===== src/rtl/ep2_i2s_tx_pkg.sv =====
// Shared constants for the EP2 -> I2S transmit path: FX2 endpoint addresses,
// I2S slot layout and the slave-FIFO reader state encoding.
package ep2_i2s_tx_pkg;

    localparam logic [1:0] FX2_EP2 = 2'b00;
    localparam logic [1:0] FX2_EP6 = 2'b10;

    localparam int I2S_SLOTS        = 64;
    localparam int I2S_SLOTS_PER_CH = 32;
    localparam int I2S_DATA_BITS    = 16;
    localparam int SLOT_W           = $clog2(I2S_SLOTS);

    localparam logic [SLOT_W-1:0] SLOT_LAST    = SLOT_W'(I2S_SLOTS - 1);
    localparam logic [SLOT_W-1:0] SLOT_L_FIRST = SLOT_W'(1);
    localparam logic [SLOT_W-1:0] SLOT_L_LAST  = SLOT_W'(I2S_DATA_BITS);
    localparam logic [SLOT_W-1:0] SLOT_R_FIRST = SLOT_W'(I2S_SLOTS_PER_CH + 1);
    localparam logic [SLOT_W-1:0] SLOT_R_LAST  = SLOT_W'(I2S_SLOTS_PER_CH + I2S_DATA_BITS);

    typedef enum logic [1:0] {
        RD_IDLE = 2'd0,
        RD_OE   = 2'd1,
        RD_READ = 2'd2,
        RD_GAP  = 2'd3
    } rd_state_t;

    // Data slots sit one slot after each word-clock edge (standard I2S delay).
    function automatic logic is_left_slot(input logic [SLOT_W-1:0] s);
        return (s >= SLOT_L_FIRST) && (s <= SLOT_L_LAST);
    endfunction

    function automatic logic is_right_slot(input logic [SLOT_W-1:0] s);
        return (s >= SLOT_R_FIRST) && (s <= SLOT_R_LAST);
    endfunction

endpackage


===== src/rtl/ep2_i2s_tx_word_fifo.sv =====
// Single-clock synchronous word FIFO with first-word-fall-through read data.
// DEPTH must be a power of two and at least 2.
module word_fifo #(
    parameter int DEPTH = 16,
    parameter int WIDTH = 16,
    localparam int AW   = $clog2(DEPTH)
) (
    input  logic             clk,
    input  logic             rst_n,
    input  logic             push,
    input  logic [WIDTH-1:0] wr_data,
    input  logic             pop,
    output logic [WIDTH-1:0] rd_data,
    output logic [AW:0]      count,
    output logic             full,
    output logic             empty
);

    logic [WIDTH-1:0] mem [DEPTH];
    logic [AW-1:0]    wr_ptr;
    logic [AW-1:0]    rd_ptr;
    logic             do_push;
    logic             do_pop;

    assign full    = (count == (AW+1)'(DEPTH));
    assign empty   = (count == '0);
    assign do_push = push && !full;
    assign do_pop  = pop && !empty;
    assign rd_data = mem[rd_ptr];

    always_ff @(posedge clk or negedge rst_n) begin
        if (!rst_n) begin
            wr_ptr <= '0;
            rd_ptr <= '0;
            count  <= '0;
        end else begin
            if (do_push) wr_ptr <= wr_ptr + 1'b1;
            if (do_pop)  rd_ptr <= rd_ptr + 1'b1;
            case ({do_push, do_pop})
                2'b10:   count <= count + 1'b1;
                2'b01:   count <= count - 1'b1;
                default: count <= count;
            endcase
        end
    end

    // Storage is not reset; pointers and count define what is valid.
    always_ff @(posedge clk) begin
        if (do_push) mem[wr_ptr] <= wr_data;
    end

endmodule


===== src/rtl/ep2_i2s_tx.sv =====
// EP2 slave-FIFO reader feeding a 64-slot I2S transmitter for the codec DAC.
// Everything runs on IFCLK; CBCLK is a divided copy of it.
module ep2_i2s_tx
    import ep2_i2s_tx_pkg::*;
#(
    parameter int BCLK_DIV = 16,
    parameter int DEPTH    = 16
) (
    input  logic        IFCLK,
    input  logic        RESET_N,
    input  logic [15:0] FD,
    input  logic        FLAGA,
    output logic        SLRD,
    output logic        SLOE,
    output logic [1:0]  FIFO_ADR,
    output logic        CBCLK,
    output logic        CLRCIN,
    output logic        CDIN,
    output logic        underrun
);

    localparam int HALF  = BCLK_DIV / 2;
    localparam int DIV_W = (HALF > 1) ? $clog2(HALF) : 1;
    localparam int CNT_W = $clog2(DEPTH) + 1;
    localparam logic [DIV_W-1:0] DIV_RELOAD = DIV_W'(HALF - 1);

    rd_state_t state;
    rd_state_t state_nxt;

    logic                     fifo_push;
    logic                     fifo_pop;
    logic [I2S_DATA_BITS-1:0] fifo_rd_data;
    logic [CNT_W-1:0]         fifo_count;
    logic                     fifo_full;
    logic                     fifo_empty;

    logic [DIV_W-1:0]         div_cnt;
    logic                     div_tc;
    logic                     bclk_fall;
    logic [SLOT_W-1:0]        slot;
    logic [SLOT_W-1:0]        slot_nxt;
    logic                     frame_wrap;
    logic                     have_pair;
    logic                     load_right;
    logic [I2S_DATA_BITS-1:0] left_sr;
    logic [I2S_DATA_BITS-1:0] right_sr;

    assign FIFO_ADR = FX2_EP2;

    word_fifo #(.DEPTH(DEPTH), .WIDTH(I2S_DATA_BITS)) u_word_fifo (
        .clk     (IFCLK),
        .rst_n   (RESET_N),
        .push    (fifo_push),
        .wr_data (FD),
        .pop     (fifo_pop),
        .rd_data (fifo_rd_data),
        .count   (fifo_count),
        .full    (fifo_full),
        .empty   (fifo_empty)
    );

    always_ff @(posedge IFCLK or negedge RESET_N) begin
        if (!RESET_N) state <= RD_IDLE;
        else          state <= state_nxt;
    end

    always_comb begin
        state_nxt = state;
        case (state)
            RD_IDLE: if (FLAGA && !fifo_full) state_nxt = RD_OE;
            RD_OE:   state_nxt = RD_READ;
            RD_READ: state_nxt = RD_GAP;
            RD_GAP:  state_nxt = RD_IDLE;
            default: state_nxt = RD_IDLE;
        endcase
    end

    // The GAP cycle gives FLAGA time to reflect the word just taken.
    always_comb begin
        SLRD      = 1'b1;
        SLOE      = 1'b1;
        fifo_push = 1'b0;
        case (state)
            RD_OE: SLOE = 1'b0;
            RD_READ: begin
                SLOE      = 1'b0;
                SLRD      = 1'b0;
                fifo_push = 1'b1;
            end
            default: ;
        endcase
    end

    assign div_tc    = (div_cnt == '0);
    assign bclk_fall = div_tc && CBCLK;

    always_ff @(posedge IFCLK or negedge RESET_N) begin
        if (!RESET_N) begin
            div_cnt <= DIV_RELOAD;
            CBCLK   <= 1'b0;
        end else if (div_tc) begin
            div_cnt <= DIV_RELOAD;
            CBCLK   <= ~CBCLK;
        end else begin
            div_cnt <= div_cnt - 1'b1;
        end
    end

    assign slot_nxt   = slot + 1'b1;
    assign CLRCIN     = slot[SLOT_W-1];
    assign frame_wrap = bclk_fall && (slot == SLOT_LAST);
    assign have_pair  = (fifo_count >= CNT_W'(2));
    // Left word pops on the wrap cycle, right word on the cycle after.
    assign fifo_pop   = (frame_wrap && have_pair) || load_right;

    always_ff @(posedge IFCLK or negedge RESET_N) begin
        if (!RESET_N) begin
            slot       <= '0;
            left_sr    <= '0;
            right_sr   <= '0;
            CDIN       <= 1'b0;
            load_right <= 1'b0;
            underrun   <= 1'b0;
        end else begin
            load_right <= frame_wrap && have_pair;
            if (load_right) right_sr <= fifo_rd_data;
            if (bclk_fall) begin
                slot <= slot_nxt;
                if (is_left_slot(slot_nxt)) begin
                    CDIN    <= left_sr[I2S_DATA_BITS-1];
                    left_sr <= {left_sr[I2S_DATA_BITS-2:0], 1'b0};
                end else if (is_right_slot(slot_nxt)) begin
                    CDIN     <= right_sr[I2S_DATA_BITS-1];
                    right_sr <= {right_sr[I2S_DATA_BITS-2:0], 1'b0};
                end else begin
                    CDIN <= 1'b0;
                end
            end
            // A lone word stays buffered so L/R pairing never slips.
            if (frame_wrap) begin
                if (have_pair) begin
                    left_sr <= fifo_rd_data;
                end else begin
                    left_sr  <= '0;
                    right_sr <= '0;
                    underrun <= 1'b1;
                end
            end
        end
    end

endmodule


===== config.mk =====
export PLATFORM = sky130hd
export DESIGN_NAME = ep2_i2s_tx
export DESIGN_NICKNAME = d
export VERILOG_FILES = /design/src/rtl/ep2_i2s_tx_pkg.sv /design/src/rtl/ep2_i2s_tx_word_fifo.sv /design/src/rtl/ep2_i2s_tx.sv
export SDC_FILE = /design/constraint.sdc
export NUM_CORES = 1
export LEC_CHECK = 0
export CAP_MARGIN = 20
export CELL_PAD_IN_SITES_DETAIL_PLACEMENT = 0
export CELL_PAD_IN_SITES_GLOBAL_PLACEMENT = 1
export CORE_MARGIN = 5
export CORE_UTILIZATION = 40
export DETAILED_ROUTE_END_ITERATION = 6
export PLACE_DENSITY_LB_ADDON = 0.08
export SLEW_MARGIN = 20
export SYNTH_ARGS = -nofsm -noshare
export SYNTH_HDL_FRONTEND = slang
export SYNTH_SLANG_ARGS = --single-unit

===== constraint.sdc =====
create_clock -name IFCLK -period 3.1 [get_ports IFCLK]
set_clock_uncertainty 0.2 [all_clocks]
set_input_delay 0.62 -clock IFCLK [delete_from_list [all_inputs] [get_ports IFCLK]]
set_output_delay 0.62 -clock IFCLK [all_outputs]
set_load 0.05 [all_outputs]

Yosys cells after proc, flatten, opt, wreduce, memory -nomap -nowiden:

Memory sizes are Yosys's and may differ from the RTL's.
Cells that the tools add are included.

* register bits after elaboration: 60
* bits in writable memories: 256
* input bits: 19
* output and inout bits: 8
* logic and storage cells: 75
* memories: 1

Memories
* u_word_fifo.mem: depth 16, width 16, rd ports 1, clocked after Yosys merged registers in 0, wr ports 1, RTL line ep2_i2s_tx_word_fifo.sv:19 `logic [WIDTH-1:0] mem [DEPTH];`

* add/sub/neg operators: 6
* magnitude comparators: 5
* equality and inequality tests: 8
* mux-type cells: 21
* bitwise gates (word level): 2
* reduce and logical (&&, ||, !) cells: 20

Operators by type and width (number)
* $mux W16: 10
* $pmux W5 S2: 1
* $add A4 B1 Y4 const B: 2
* $logic_and A1 B1 Y1: 8
* $pmux W2 S4: 1
* $mux W1: 7
* $add A6 B1 Y6 const B: 1
* $eq A2 B2 Y1 const B: 3
* $eq A6 B6 Y1 const B: 1
* $ge A6 B1 Y1 const B: 1
* $ge A6 B6 Y1 const B: 1
* $le A6 B5 Y1 const B: 1
* $le A6 B6 Y1 const B: 1
* $reduce_bool A2 Y1: 3
* $add A5 B1 Y5 const B: 1
* $eq A5 B5 Y1 const B: 1
* $ge A5 B2 Y1 const B: 1
* $logic_not A5 Y1: 1
* $sub A5 B1 Y5 const B: 1
* $eq A2 B1 Y1 const B: 2
* $reduce_and A2 Y1: 2
* $logic_not A3 Y1: 1
* $mux W3: 1
* $sub A3 B1 Y3 const B: 1
* 7 further kinds: 9

Depth between registers and ports, before layout:

Gate-level depths: netlist of the first run.

* depth after elaboration: 8
* depth in mapped cells: 16
* depth with buffers taken out: 15

Hierarchy:

A second synthesis of the first run with hierarchy kept.

* cell total of the unflattened synthesis: 782
* area total of the unflattened synthesis: 13306.5 sq um

By module, submodules not included
* word_fifo: instances 1, cells each 555, area an instance 10895.4 sq um, sequential area each 8012.7 sq um
* ep2_i2s_tx: instances 1, cells each 227, area an instance 2411.1 sq um, sequential area each 1179.9 sq um

Worst setup path before layout of the first run:

OpenSTA, ideal clock, no wires.

* kind: reg-to-reg
* start point: reg state[0]
* end point: mem u_word_fifo.mem[3][0] (enable)
* library setup time: 0.409 ns
* arrival: 2.710 ns
* required time: 2.491 ns
* path slack: -0.219 ns
* stages on the path, launching flop included: 7
* path buffers: 0
* clock period less this slack: 3.319 ns
* cell sequence: dfrtp_1 > inv_1 > ha_1 > inv_1 > a31oi_1 > nand2_1 > nor3_1

* word-level cells in the longest chain between the ends: 5

Ends and longest elaborated chain
* start, declared: RTL line ep2_i2s_tx.sv:27 `rd_state_t state;`
* start signal, assigned: RTL line ep2_i2s_tx.sv:64 `else state <= state_nxt;`
* $eq A2 B2 Y1: RTL line ep2_i2s_tx.sv:83 `case (state)`
* $mux W1: RTL line ep2_i2s_tx.sv:83
* $logic_and A1 B1 Y1: RTL line ep2_i2s_tx_word_fifo.sv:27 `assign do_push = push && !full;`
* $mux W1: RTL line ep2_i2s_tx_word_fifo.sv:49 `if (do_push) mem[wr_ptr] <= wr_data;`
* $mux W1 (not written as such): RTL line ep2_i2s_tx_word_fifo.sv:49
* end, declared: RTL line ep2_i2s_tx_word_fifo.sv:19

Every way passes these cells.

Worst setup path in the final report of the first run:

* start point: reg div_cnt[1]
* end point: reg u_word_fifo.count[4]

* word-level cells in the longest chain between the ends: 8
* elaborated cells between the ends (all ways): 10
* classes of those cells: eq/ne (2); mux (1); reduce/logical (7)

Ends and longest elaborated chain
* start, declared: RTL line ep2_i2s_tx.sv:37 `logic [DIV_W-1:0] div_cnt;`
* start signal, assigned: RTL line ep2_i2s_tx.sv:105 `div_cnt <= div_cnt - 1'b1;`
* $logic_not A3 Y1 *: RTL line ep2_i2s_tx.sv:94 `assign div_tc = (div_cnt == '0);`
* $logic_and A1 B1 Y1 *: RTL line ep2_i2s_tx.sv:95 `assign bclk_fall = div_tc && CBCLK;`
* $logic_and A1 B1 Y1 *: RTL line ep2_i2s_tx.sv:111 `assign frame_wrap = bclk_fall && (slot == SLOT_LAST);`
* $logic_and A1 B1 Y1 *: RTL line ep2_i2s_tx.sv:114 `assign fifo_pop = (frame_wrap && have_pair) || load_right;`
* $logic_or A1 B1 Y1 *: RTL line ep2_i2s_tx.sv:114
* $logic_and A1 B1 Y1 *: RTL line ep2_i2s_tx_word_fifo.sv:28 `assign do_pop = pop && !empty;`
* via u_word_fifo.do_pop: RTL line ep2_i2s_tx_word_fifo.sv:23 `logic do_pop;`
* $eq A2 B1 Y1 or $eq A2 B2 Y1 (tied branches): RTL line ep2_i2s_tx_word_fifo.sv:39 `case ({do_push, do_pop})`
* $pmux W5 S2 or $reduce_bool A2 Y1 (tied branches)
* end signal, assigned: RTL line ep2_i2s_tx_word_fifo.sv:40 `2'b10: count <= count + 1'b1;`
* end signal, assigned: RTL line ep2_i2s_tx_word_fifo.sv:41 `2'b01: count <= count - 1'b1;`
* end signal, assigned: RTL line ep2_i2s_tx_word_fifo.sv:42 `default: count <= count;`
* end, declared: RTL line ep2_i2s_tx_word_fifo.sv:14 `output logic [AW:0] count,`

The timed path passes the listed nets; every way through them passes the cells marked *.
A chain may end at the register's enable or synchronous reset.

==> metrics, run 1 <==
status=finished clean; CTS Buf Count=36; die area=35480 µm²; Vias=6453; Setup crit end kind=flop; layout cells sized above 1=24.78%; flops & latches, synth=316; Ant. Diodes=0; clock buffer depth=3; Final setup violation count=0; Sink Count=316; CP startpoint kind=flop; clk root buf=clkbuf_16; Req. time, crit path=3.32 ns; MaxCap Viol Count=0; unrepaired setup endpoints after global routing=no; initial antenna violation count=0; FMAX=~340 MHz; yosys warns=0; First DRT Iteration DRCs=485; top-count cell post-synth=edfxtp_1; drt total wl=approximately 28 mm; First-pass DRT Iterations=4; core area=31470 µm²; Final ANT Viol Nets=0; Synth top cells by count=edfxtp_1, mux4_2, dfrtp_1; CTS H-tree lvls=2; GRT overflow=0; DPL Wire Length=16.76 mm; cell taking the most area after synthesis=edfxtp_1; PD cells=686.7 nW/µm²; clock slew at reported path FFs=0.05 ns; PortBufs=24; Placer Congestion=just over 0.7; CTS tree=yes; worst r2r src=div_cnt[1]$_DFF_PN1_; min Tclk post-route=2.951 ns; CP Max Fanout=4; first-pass GRT wire length=42.92 mm; FFs w/ async S/R, synth=18.99%; setup bufs post-CTS=0; cell area after synthesis=12720 µm²; Slew Limit Headroom=56.18%; DR WL/cell=22.93 µm; Yosys cell types=46; number of global-route vias before repair=6981; Post-Syn Instances=approximately 700; Layout area overhead=17.20%; Post-synth EDFFs=256; Avg Inst Size Synth=18.07 µm²; Global Route Usage Sum=15.79%; Worst Setup Path Type=flop to flop; Die H=188.4 µm; worst setup path startpoint=div_cnt[1]$_DFF_PN1_; sequential-to-total area share from yosys stat=72.24%; Tcrit/Tclk final=95.18%; largest net degree at the start of global routing=32; Final Util=47.38%; Leak=5.175 nW; Hold Path Class=flop to flop; worst skew pair latency=roughly 0.51 ns; Area contributors post-synth=edfxtp_1, mux4_2, dfrtp_1; actual slew at the worst max-slew pin=0.6574 ns; Pwr Total=10.24 mW; Rows=between 60 and 70; Slew Viols, Final=0; drc violations=0; vias per inst=5.373; post-synth top area share=60.41%; Starting Density=between 40% and 50%; Final nets=809; HP Start=div_cnt[0]$_DFF_PN1_; top-level port count=27; Synth Flop Type=edfxtp_1; count of final hold-check violations=0; worst IR drop on VDD=roughly 0.43 mV; die extent in x=approximately 190 µm; crit path DAT=3.17 ns
## metal layers
layer	share of wire [%]	global-route usage, %	wire length, µm	vias up
met3	3.9	2.353	1063	42
met5	0	0	0	-
met2	50	26.68	13740	103
met1	44	21.75	12160	3395
met4	2.1	3.980	577	0
li1	-	-	-	2913
## final cells by class
type	instances	area (µm²)
tap	402	503.0
multi-input combinational	335	3371
clock inverter	18	181.4
sequential	316	9200
fill	2653	16560
inverter	17	63.81
timing repair buffer	66	590.6
clock buffer	47	1003
## state kept, by name, summed over array words and instances, names as in the netlist, 2 cells and up
register            cells
div_cnt                 3
left_sr                16
right_sr               16
slot                    6
state                   2
u_word_fifo.count       5
u_word_fifo.mem       256
u_word_fifo.rd_ptr      4
u_word_fifo.wr_ptr      4
## timing repair
item / CTS / global route
gates resized for setup: 1 / 3
hold buffers: 1 / 0
setup endpoints to repair: 1 / 1
hold endpoints to repair: 21 / 0
## critical path, stage by stage (launching register included)
cell and delay, ns:
dfstp_2 0.36, inv_1 0.10, ha_4 0.17, nand3b_4 0.08, or3_4 0.41, nor2_8 0.11
a2bb2oi_4 0.17, ha_4 0.16, inv_1 0.08, fa_2 0.36, inv_1 0.06, a21o_1 0.10
a21oi_1 0.08, xnor2_1 0.14, nor2_1 0.13, xor2_1 0.18
## report_power, final
| group | internal (mW) | switching, mW |
|---|---|---|
| combinational | 0.333 | 0.664 |
| clock | 2.54 | 1.64 |
| sequential | 4.92 | 0.144 |
## final timing paths
kind                                                    end  slack (ns)  depth (start not counted)
max                        u_word_fifo.count[4]$_DFFE_PN0P_        0.15                         15
max in group asynchronous              div_cnt[1]$_DFF_PN1_        1.41                          3
min in group asynchronous             right_sr[7]$_DFF_PN0_        0.47                          2
min reg2reg                            div_cnt[0]$_DFF_PN1_        0.26                          1
max reg2reg                u_word_fifo.count[4]$_DFFE_PN0P_        0.15                         15
min                                    div_cnt[0]$_DFF_PN1_        0.26                          1
## logic make-up after synthesis
group,after synthesis,synth area share (%)
flops,316,72.24
compound gates,111,5.752
simple gates,101,3.874
mux,84,13.02
buf+inv,54,1.947
xor+xnor,19,1.308
fa+ha+maj,18,1.829
other cells,1,0.02947
## cell usage in the layout (no fill, tap or decap), types with 3 or more instances in the layout
cell type and count:
dfrtp_2 3, nor3_1 3, dfstp_2 3, xor2_1 7
nand2_1 52, clkinv_2 4, a2bb2oi_1 15, nor2_2 12
clkdlybuf4s50_1 23, buf_12 3, dfrtp_1 53, clkbuf_1 6
o21ai_1 15, inv_1 15, xnor2_1 12, nor3_2 4
clkbuf_8 4, buf_4 38, mux4_2 65, clkinv_1 6
o21ai_0 23, mux2i_1 17, clkbuf_16 37, a21oi_1 20
a22oi_1 30, nor2_1 6, nand3_1 4, nand2b_1 4
ha_1 15, bufinv_16 3, edfxtp_1 256
## through the flow
stage	cells	worst slack (ns)	setup TNS [ns]	cell area, µm²	hold WS [ns]
floorplan	705	0.03755	0	12770	0.1244
global placement	1135	0.09254	0	13700	0.2302
detailed placement	1135	-0.04160	-0.04160	13700	0.2457
CTS	1201	0.003265	0	14900	0.2587
global route	1201	0.01915	0	14910	0.2743
finish	1201	0.1493	0	14910	0.2584
(Power assumes the default switching activity.)
==> run 2, diff against run 1 <==
Settings changed: CELL_PAD_IN_SITES_DETAIL_PLACEMENT 0 to default, CELL_PAD_IN_SITES_GLOBAL_PLACEMENT 1 to default, CTS_BUF_LIST from default to sky130_fd_sc_hd__clkbuf_2.
==> metrics, run 2 (synthesis gave the netlist of run 1 again) <==
status=finished clean; worst path buffer plus inverter count=2; MaxCap Viol Count=0; Final nets=870; actual slew at the worst max-slew pin=0.7737 ns; Slew Limit Headroom=48.42%; clock power share=a little under a third; DR WL/cell=22.09 µm; min Tclk post-route=2.901 ns; setup TNS=0 ns; Final ANT Viol Nets=0; clock buffer depth=3; worst r2r src=slot[1]$_DFFE_PN0N_; Die H=188.4 µm; filler instances=around 2700; CP Max Fanout=5; Final setup violation count=0; First DRT Iteration DRCs=464; Layout area overhead=14.84%; Sequential Power Share=57.0%; Rows=65; vias per inst=5.290; Largest regs=u_word_fifo.mem (256), left_sr (16), right_sr (16); sw power=2.521 mW; wire length on met3=roughly 1.3 mm; FMAX=about 340 MHz; Hold Slack=between 0.15 and 0.2 ns; GRT overflow=0; Pwr Total=~8.9 mW; Setup crit end kind=flop; CTS H-tree lvls=3; Starting Density=40.43%; first-pass GRT wire length=between 40 and 50 mm; Detail Route met2 WL=13.86 mm; drc violations=0; First-pass DRT Iterations=4; unrepaired setup endpoints after global routing=no; Max Used Layer=met5; die area=around 35000 µm²; die extent in x=188.4 µm; slowest CP cell=dfrtp_1; Placer Congestion=just under 0.8; clk root buf=clkbuf_2; layout cells sized above 1=32.62%; PortBufs=24; Critical Path Max Stage Delay=0.44 ns; wl on met1=12.56 mm; count of final hold-check violations=0; Cell Chain, Critical Path=ha_4 -> nand3_1 -> or3_4 -> nor2_8 -> a2bb2oi_4 -> ha_4 -> inv_1 -> fa_2 -> inv_1 -> a21o_1 -> a21oi_1 -> xnor2_1 -> nor2_1 -> xor2_1; Worst Reg-to-Reg Cells=14; Slew Viols, Final=0; Sink Count=316; Tcrit/Tclk final=93.57%; number of global-route vias before repair=7498; DPL Wire Length=17.70 mm; PD cells=609.9 nW/µm²; Hold Path Class=primary input to asynchronous set/reset pin; delay-heaviest family, CP=adder cells; Worst R2R Setup Slack=between 0.15 and 0.2 ns; clock slew at reported path FFs=0.09 ns; Reg-to-Reg End=u_word_fifo.count[4]$_DFFE_PN0P_; Leak=5.239 nW; Vias=around 6900; Global Route Usage Sum=16.43%; initial antenna violation count=3; sw frac=28.28%; commonest non-fill, non-tap cell in the layout=edfxtp_1; worst IR drop on VDD=0.2849 mV; max reg flops=256; top-level port count=27; Internal=6.392 mW; Final Util=a little under half; Req. time, crit path=3.63 ns; largest net degree at the start of global routing=64; drt total wl=28.63 mm; CTS Buf Count=83; CP startpoint kind=flop; commonest non-fill, non-tap cells in the layout=edfxtp_1, clkbuf_2, mux4_2; Comb pwr share=11.6%; CTS tree=yes; crit path DAT=3.43 ns; worst skew pair latency=0.87 ns; Worst Setup Path Type=flop to flop; Top reg by flops=u_word_fifo.mem; core area=31470 µm²
[run 2: changes by cell type in the layout (fill, tap and decap cells not counted), sizes merged]
| cell | delta |
|---|---|
| diode | +2 |
| bufinv | -2 |
| clkinv | +7 |
| dlygate4sd2 | +1 |
| buf | +14 |
| clkbuf | +75 |
| clkdlybuf4s50 | -2 |
[run 2: layout make-up]
class                      instances  area, µm²  area share, %
antenna                            2      5.005        0.03425
tap                              402      503.0          3.442
inverter                          17      63.81         0.4367
clock inverter                    23      137.6         0.9419
sequential                       316       9200          62.96
clock buffer                     121      605.6          4.144
timing repair buffer              80      689.4          4.718
multi-input combinational        335       3408          23.32
[run 2: power groups by stage]
stage	logic, mW	clock network, mW	registers, mW
floorplan	0.628	0	5.09
global placement	1.01	0	5.15
detailed placement	1.07	0	5.17
CTS	1.06	2.94	5.08
global route	1.14	3.18	5.11
finish	1.04	2.80	5.08
[run 2: worst max path at each step]
stage | start | endpoint | cells after the start
3_3_place_gp | div_cnt[0]$_DFF_PN1_ | u_word_fifo.count[4]$_DFFE_PN0P_ | 15
2_1_floorplan | div_cnt[0]$_DFF_PN1_ | u_word_fifo.count[4]$_DFFE_PN0P_ | 16
3_5_place_dp | div_cnt[0]$_DFF_PN1_ | u_word_fifo.count[4]$_DFFE_PN0P_ | 15
4_1_cts | div_cnt[1]$_DFF_PN1_ | u_word_fifo.count[4]$_DFFE_PN0P_ | 15
6_report | slot[1]$_DFFE_PN0N_ | u_word_fifo.count[4]$_DFFE_PN0P_ | 14
5_1_grt | slot[1]$_DFFE_PN0N_ | u_word_fifo.count[4]$_DFFE_PN0P_ | 14
[run 2: repair_timing]
item,in CTS,in global routing
hold endpoints to repair,27,0
buffers inserted,0,2
endpoints found under the setup margin,2,2
hold buffers,1,0
pin swaps,0,1
gates resized for setup,3,8
[run 2: stage by stage]
step,worst slack [ns],std cells,cell area [µm²]
after floorplan,0.03755,705,12770
after global placement,0.1076,1147,13820
after detailed placement,0.02327,1147,13820
after CTS,0.005016,1292,14570
after global routing,0.002112,1296,14610
final,0.1993,1296,14610
[run 2: layer usage]
metal / up-vias / track usage [%]
met5: - / 0
met4: 2 / 6.867
met3: 67 / 3.279
met2: 169 / 26.13
met1: 3537 / 22.33
li1: 3081 / -
